--- config.mk ---
export PLATFORM = sky130hd
export DESIGN_NAME = ste_serial_rx
export DESIGN_NICKNAME = d
export VERILOG_FILES = /design/src/rtl/ste_serial_rx.sv
export SDC_FILE = /design/constraint.sdc
export NUM_CORES = 1
export LEC_CHECK = 0
export BUFFER_PORTS_ARGS = -buffer_cell sky130_fd_sc_hd__buf_2
export CAP_MARGIN = 10
export CORE_MARGIN = 8
export CORE_UTILIZATION = 32
export CTS_BUF_LIST = sky130_fd_sc_hd__clkbuf_4 sky130_fd_sc_hd__clkbuf_8 sky130_fd_sc_hd__clkbuf_16
export CTS_CLUSTER_DIAMETER = 200
export DETAILED_ROUTE_END_ITERATION = 8
export PLACE_DENSITY = 0.48
export SLEW_MARGIN = 20
export SYNTH_ARGS = -nofsm -noshare
export SYNTH_HDL_FRONTEND = slang
export SYNTH_SLANG_ARGS = --single-unit
--- constraint.sdc ---
create_clock -name clk -period 3.2 [get_ports clk]
set_clock_uncertainty 0.15 [all_clocks]
set_input_delay 0 -clock clk [delete_from_list [all_inputs] [get_ports clk]]
set_output_delay 0 -clock clk [all_outputs]
set_load 0.05 [all_outputs]
--- src/rtl/ste_serial_rx.sv ---
// rtl/ste_serial_rx.sv - framed serial-to-parallel receiver with valid/ready output
// Sticky frame-error and overflow flags; clr_i behaves like a synchronous reset.
module ste_serial_rx #(
  parameter int DATA_W    = 16,
  parameter bit MSB_FIRST = 1'b1
) (
  input  logic              clk,
  input  logic              reset_ni,
  input  logic              sdat_i,
  input  logic              sval_i,
  input  logic              sframe_i,
  input  logic              clr_i,
  output logic [DATA_W-1:0] dout_o,
  output logic              dout_valid_o,
  input  logic              dout_ready_i,
  output logic              busy_o,
  output logic              frame_err_o,
  output logic              ovf_o
);

  localparam int CNT_W = $clog2(DATA_W) + 1;

  typedef enum logic {IDLE, SHIFT} state_t;

  state_t              state_q, state_d;
  logic [DATA_W-1:0]   shift_q, shift_d, dout_q, dout_d;
  logic [DATA_W-1:0]   shifted, first_bit;
  logic [CNT_W-1:0]    count_q, count_d;
  logic                valid_q, valid_d, ferr_q, ferr_d, ovf_q, ovf_d;

  // A frame start loads its bit into an otherwise empty word.
  generate
    if (MSB_FIRST) begin : g_msb
      assign shifted   = {shift_q[DATA_W-2:0], sdat_i};
      assign first_bit = {{(DATA_W-1){1'b0}}, sdat_i};
    end else begin : g_lsb
      assign shifted   = {sdat_i, shift_q[DATA_W-1:1]};
      assign first_bit = {sdat_i, {(DATA_W-1){1'b0}}};
    end
  endgenerate

  always_ff @(posedge clk or negedge reset_ni) begin
    if (!reset_ni) begin
      state_q <= IDLE;
      shift_q <= '0;
      count_q <= '0;
      dout_q  <= '0;
      valid_q <= 1'b0;
      ferr_q  <= 1'b0;
      ovf_q   <= 1'b0;
    end else begin
      state_q <= state_d;
      shift_q <= shift_d;
      count_q <= count_d;
      dout_q  <= dout_d;
      valid_q <= valid_d;
      ferr_q  <= ferr_d;
      ovf_q   <= ovf_d;
    end
  end

  always_comb begin
    state_d = state_q;
    shift_d = shift_q;
    count_d = count_q;
    dout_d  = dout_q;
    valid_d = valid_q;
    ferr_d  = ferr_q;
    ovf_d   = ovf_q;

    if (valid_q && dout_ready_i) valid_d = 1'b0;

    if (sval_i) begin
      case (state_q)
        IDLE: begin
          if (sframe_i) begin
            shift_d = first_bit;
            count_d = CNT_W'(1);
            state_d = SHIFT;
          end
        end
        SHIFT: begin
          if (sframe_i) begin
            ferr_d  = 1'b1;
            shift_d = first_bit;
            count_d = CNT_W'(1);
          end else if (count_q == CNT_W'(DATA_W - 1)) begin
            shift_d = shifted;
            count_d = '0;
            state_d = IDLE;
            // An unconsumed word blocks the new one unless it leaves this cycle.
            if (!valid_q || dout_ready_i) begin
              dout_d  = shifted;
              valid_d = 1'b1;
            end else begin
              ovf_d = 1'b1;
            end
          end else begin
            shift_d = shifted;
            count_d = count_q + CNT_W'(1);
          end
        end
        default: state_d = IDLE;
      endcase
    end

    if (clr_i) begin
      state_d = IDLE;
      shift_d = '0;
      count_d = '0;
      dout_d  = '0;
      valid_d = 1'b0;
      ferr_d  = 1'b0;
      ovf_d   = 1'b0;
    end
  end

  assign dout_o       = dout_q;
  assign dout_valid_o = valid_q;
  assign busy_o       = (state_q == SHIFT);
  assign frame_err_o  = ferr_q;
  assign ovf_o        = ovf_q;

endmodule

Word-level counts from Yosys, hierarchy flattened
Index checks and enable logic that the tools add are counted.

cells by class
  $add $sub $neg = 1
  bitwise gates (word level) = 1
  muxes and demuxes = 40
  equal/unequal tests = 4
  reduce and logical (&&, ||, !) cells = 12

operators with widths
  operator               number
  $mux W16               6
  $mux W15               4
  $pmux W15 S2           1
  $mux W5                5
  $mux W1                22
  $pmux W5 S2            1
  $reduce_and A5 Y1      2
  $reduce_bool A2 Y1     5
  $add A5 B1 Y5 const B  1
  $eq A5 B4 Y1 const B   1
  $ne A3 B3 Y1 const B   1
  $reduce_and A3 Y1      1
  $ne A2 B1 Y1 const B   1
  $ne A2 B2 Y1 const B   1
  $pmux W1 S2            1
  $reduce_and A2 Y1      1
  $logic_and A1 B1 Y1    1
  $logic_not A1 Y1       1
  $logic_or A1 B1 Y1     1
  $not A1 Y1             1

storage, ports and cells
  input bits = 7
  word-level logic and storage cells = 65
  output and inout bits = 20
  flip-flop bits (word level) = 40

Logic depth before layout (Yosys ltp)
  depth after elaboration = 8
  gate-level depth with buffers = 6

Least setup slack after synthesis
No wires, ideal clock.

  kind = register to register
  from = register state_q (netlist: busy_o)
  to = register dout_q[0] (netlist: dout_o[0])
  buffers on the path = 2
  path slack = 1.327 ns
  data arrival time = 1.644 ns
  period minus slack after synthesis = 1.873 ns
  data required time = 2.971 ns
  stages on the path, launching flop included = 6
  cell sequence = dfrtp_1 > nand2_1 > nor4b_4 > buf_6 > buf_12 > mux2i_1

on the way
  cells in the longest elaborated chain, start to end = 2

RTL lines
  element                              line  text
  from (decl)                          25    state_t state_q, state_d;
  from (signal assigned)               52    state_q <= state_d;
  $reduce_bool A2 Y1 (no source line)  -
  $reduce_and A5 Y1 (no source line)   -
  to (signal assigned)                 55    dout_q <= dout_d;
  to (decl)                            26    logic [DATA_W-1:0] shift_q, shift_d, dout_q, dout_d;

Every way passes these cells.
A chain may end at the register's enable or synchronous reset.

Final worst setup path
  from = register state_q (netlist: busy_o)
  to = register valid_q (netlist: dout_valid_o)

on the way
  cells in the longest elaborated chain, start to end = 3

RTL lines
  element               line  text
  $mux W1               74    case (state_q)
  $mux W1               73    if (sval_i) begin
  $mux W1               107   if (clr_i) begin
  net valid_d           29    logic valid_q, valid_d, ferr_q, ferr_d, ovf_q, ovf_d;
  to (signal assigned)  56    valid_q <= valid_d;
  to (decl)             29

The timed path passes the listed nets, and every way through them passes these cells.

==> reports/summary.md <==
In this run the cell area of the synthesized design comes to 0.00189 mm^2. At the pin with the least slew margin, the transition time is 0.918 ns. Maximum operating frequency: 390 MHz.

The layout has 608 filler cells. In this run the critical register-to-register path is captured at dout_valid_o. The clock network accounts for 36.6% of the total power.

The logs give 0.00106 uW for the static leakage power and 247 uW for the net switching power of the design. The source of the critical timing path was busy_o. For the worst-skew pair, the clock arrives at the later sink with an insertion delay of 0.30 ns.

Summed over all failing endpoints, the final setup total negative slack is 0 ns. The area growth from synthesis to layout works out to 16.3%. The first detailed-routing pass took 4 iterations. For this block, the via count after detailed routing is 1396. The tools report the fraction of power consumed by sequential logic as 56.2%. Using the TritonRoute via totals, the vias-per-cell ratio works out to 4.86. Leaving out filler cells and counting taps, the final layout contains 287. The logs give 0.64 ns for the setup slack of the worst register-to-register path and 0.164 mV for the maximum VDD drop.

The top cell types in the final layout, fill and taps aside, are sky130_fd_sc_hd__nand2_1, sky130_fd_sc_hd__dfrtp_1, sky130_fd_sc_hd__buf_2. CTS built an H-tree with a depth of 2. Setup repair after global routing left no endpoint under its margin. The via count of the first global-routing pass is 1500, and the largest fanout of any net on the critical path is 25.

The worst setup path is launched from a register. Routed length per placed instance: 14.3 um. For the worst setup path, the data arrival time is 2.65 ns. Along the worst hold path, the cell count comes to 3.

After routing the design area is 0.00219 mm^2. The die area is 0.00861 mm^2. During synthesis, Yosys emitted a total of 0 warnings. For this block, the routed nets add up to 4110 um of wire. The number of maximum-capacitance violations came out at 0.

Launch point of the worst reg-to-reg path: busy_o. The worst hold path terminates at count_q[0]. Prior to clock tree synthesis, the placed netlist has a worst setup slack of 0.980 ns. Ranked by total cell area, the synthesized netlist is headed by sky130_fd_sc_hd__dfrtp_1, sky130_fd_sc_hd__mux2i_1, sky130_fd_sc_hd__nand2_1.

On the final layout, the worst hold slack is 0.0344 ns. Synthesis handed over a netlist of 185 instances. The count of pins over their slew limit came out at 0. In this run the biggest area consumer among cell types represents 53.1% of the synthesized area.

The most common library cell in the layout ignoring fill and taps is sky130_fd_sc_hd__nand2_1. Counting along the longest clock path gives a buffer depth of 2. Data on the critical path is required at its endpoint by 3.29 ns. sky130_fd_sc_hd__dfrtp_1 takes more of the synthesized area than any other cell.

STA classifies the critical path endpoint as a register. Die height: 92.8 um. TritonCTS built the clock tree.

Subtracting the final worst setup slack from the clock period gives 2.56 ns. Global routing finished with a remaining overflow of 0. In the post-route analysis, the smallest setup slack over all paths is 0.636 ns.

In this run, the number of DRC markers left after iteration 0 of detailed routing was 100. The tools report the number of hold violations in the final report as 0. The number of buffers inserted during clock tree synthesis came out at 5. The die is 92.8 um wide. The tightest min-delay check is of the input port to register type. The average footprint of a synthesized cell is 10.2 um^2. In this run the power density over the cells is 422 mW/mm^2.

In this run, distinct cell masters in the synthesized netlist total 28. On the worst path, the slowest cell contributes a delay of 0.86 ns. After clock tree synthesis, the clock-pin slew on the worst setup and hold paths is 0.08 ns. The largest net degree at the start of global routing came out at 41. Setup violations remaining at the end of the flow were counted as 0. The worst slew margin relative to its limit is 38.8%. For this run, the post-layout net count is 219. The logs give 0.00582 mm^2 for the core box area and 40 for the number of sinks driven by the clock tree. At the end of routability-driven placement, the weighted congestion stood at 0.727. The total of flip-flops plus latches after synthesis is 40.

The critical path in this run is classified as register to register. The estimated wirelength of the detail-placed design came out at 2470 um. After synthesis, flip-flops and latches occupy 53.1% of the total area.

The number of cells traversed by the worst register-to-register path was 4. The floorplan has 28 rows. On the critical path, the stage with the largest delay is an instance of sky130_fd_sc_hd__dfrtp_1. Of the available clock period, the critical path in the final layout requires 80.1%. Of the total power, combinational logic draws 7.3%. Of the cells placed in the final design, the portion with a size suffix greater than 1 is 19.3%. After detailed routing, the number of remaining DRC violations is 0.

Once placement finished, the instance area stood at 0.00205 mm^2. The flow ran to the end, and the final reports show no timing, DRC or antenna violations. The clock root buffer was sky130_fd_sc_hd__clkbuf_8.

For this configuration, the core starts out at a cell density of 32.4%. In this run the remaining antenna-violating nets after routing total 0. The antenna diode count was 0; the switching part of the total was 26.7%.

In this run the tool buffered the top-level ports with 26 buffer cells. The logs give 7360 um for the global-route wire length before repair and 273 for the count of placed standard cells including taps. Internal power comes to 680 uW. The worst hold path begins at sval_i. The net count after synthesis was 193. The run gives 10.5% as the aggregate global-route resource usage.

The initial antenna violation count was 0. For the number of ports placed on the die boundary, the log shows 27. Traced cell by cell, the critical path runs through nand2_1, or3_2, a21oi_1, dlygate4sd3_1.
## cell type report
cell class | instances | area (um^2) | share of cell area, %
clock buffers | 5 | 68.8 | 3.14
well taps | 75 | 93.8 | 4.28
multi-input cells | 123 | 777 | 35.4
inverters | 6 | 22.5 | 1.03
repair buffers | 35 | 213 | 9.69
clock inverters | 3 | 18.8 | 0.855
flip-flops and latches | 40 | 1000 | 45.6
## layer usage
layer | track usage [%] | part of all wire [%] | vias up
met4 | 4.43 | 1.7 | 0
li1 | - | - | 707
met3 | 3.32 | 3.9 | 5
met2 | 15.3 | 43 | 20
met5 | 0 | 0 | -
met1 | 13.9 | 51 | 664
## worst max-delay path, delay by kind of cell (launching register included)
kind                   cells  cell delay (ns)
AO/OA/AOI/OAI              1             0.15
buffers and inverters      1             0.56
flip-flops                 1             0.86
AND/OR/NAND/NOR            2             0.79
## per-stage QoR
step / util (%) / power, uW
2_1_floorplan: - / 569
3_3_place_gp: 35.2 / 595
3_5_place_dp: 35.2 / 594
4_1_cts: 37.7 / 942
5_1_grt: 37.7 / 972
6_report: 37.7 / 927
## cells in the mapped netlist
cell type / n
sky130_fd_sc_hd__o2111ai_1: 14
sky130_fd_sc_hd__nand2_1: 50
sky130_fd_sc_hd__nand4_1: 3
sky130_fd_sc_hd__o41a_1: 1
sky130_fd_sc_hd__nor4b_4: 1
sky130_fd_sc_hd__a21boi_0: 1
sky130_fd_sc_hd__nand2b_1: 1
sky130_fd_sc_hd__mux2i_1: 19
sky130_fd_sc_hd__buf_2: 2
sky130_fd_sc_hd__or3_2: 1
sky130_fd_sc_hd__a21oi_1: 2
sky130_fd_sc_hd__o21ai_0: 1
sky130_fd_sc_hd__a31oi_1: 3
sky130_fd_sc_hd__buf_6: 1
sky130_fd_sc_hd__ha_1: 1
sky130_fd_sc_hd__nor2_1: 1
sky130_fd_sc_hd__o21a_1: 1
sky130_fd_sc_hd__nand3_1: 17
sky130_fd_sc_hd__clkbuf_1: 12
sky130_fd_sc_hd__nor2_2: 1
sky130_fd_sc_hd__o21ai_1: 1
sky130_fd_sc_hd__buf_12: 1
sky130_fd_sc_hd__dfrtp_1: 40
sky130_fd_sc_hd__nand4b_1: 1
sky130_fd_sc_hd__nor4_1: 1
sky130_fd_sc_hd__nand4b_4: 1
sky130_fd_sc_hd__a32oi_1: 1
sky130_fd_sc_hd__inv_1: 6
## worst max path at each step
stage / to / slack, ns / cells past startpoint
global placement: dout_o[12] / 1.06 / 4
finish: dout_valid_o / 0.64 / 4
detailed placement: dout_o[12] / 0.98 / 4
floorplan: dout_o[0] / 1.33 / 5
global route: dout_valid_o / 0.48 / 4
CTS: dout_valid_o / 0.66 / 4
## logic make-up (layout without fill, tap and decap cells)
family | count (synthesis) | count (layout) | share of synthesized area (%)
AO/OA/AOI/OAI | 25 | 25 | 10.4
adder cells (fa/ha/maj) | 1 | 1 | 0.663
buffers and inverters | 22 | 49 | 5.77
flip-flops | 40 | 40 | 53.1
multiplexers | 19 | 19 | 10.1
AND/OR/NAND/NOR | 78 | 78 | 20.0
## power groups by stage
| stage | registers, uW | logic (uW) | clock network, uW |
|---|---|---|---|
| 2_1_floorplan | 530 | 39.0 | 0 |
| 4_1_cts | 521 | 68.5 | 353 |
| 5_1_grt | 522 | 76.0 | 373 |
| 3_3_place_gp | 531 | 64.2 | 0 |
| 6_report | 521 | 67.2 | 339 |
| 3_5_place_dp | 531 | 63.7 | 0 |
## sequential cells by signal, summed over array words and instances (netlist names)
register      flops
busy_o            1
count_q           5
dout_o           16
dout_valid_o      1
frame_err_o       1
ovf_o             1
shift_q          15
## repair_timing
| action | in CTS | in global routing |
|---|---|---|
| hold buffers | 6 | 0 |
| hold endpoints to repair | 47 | 0 |
| gates resized for setup | 0 | 0 |
| setup buffers | 0 | 0 |
(Power assumes the default switching activity.)
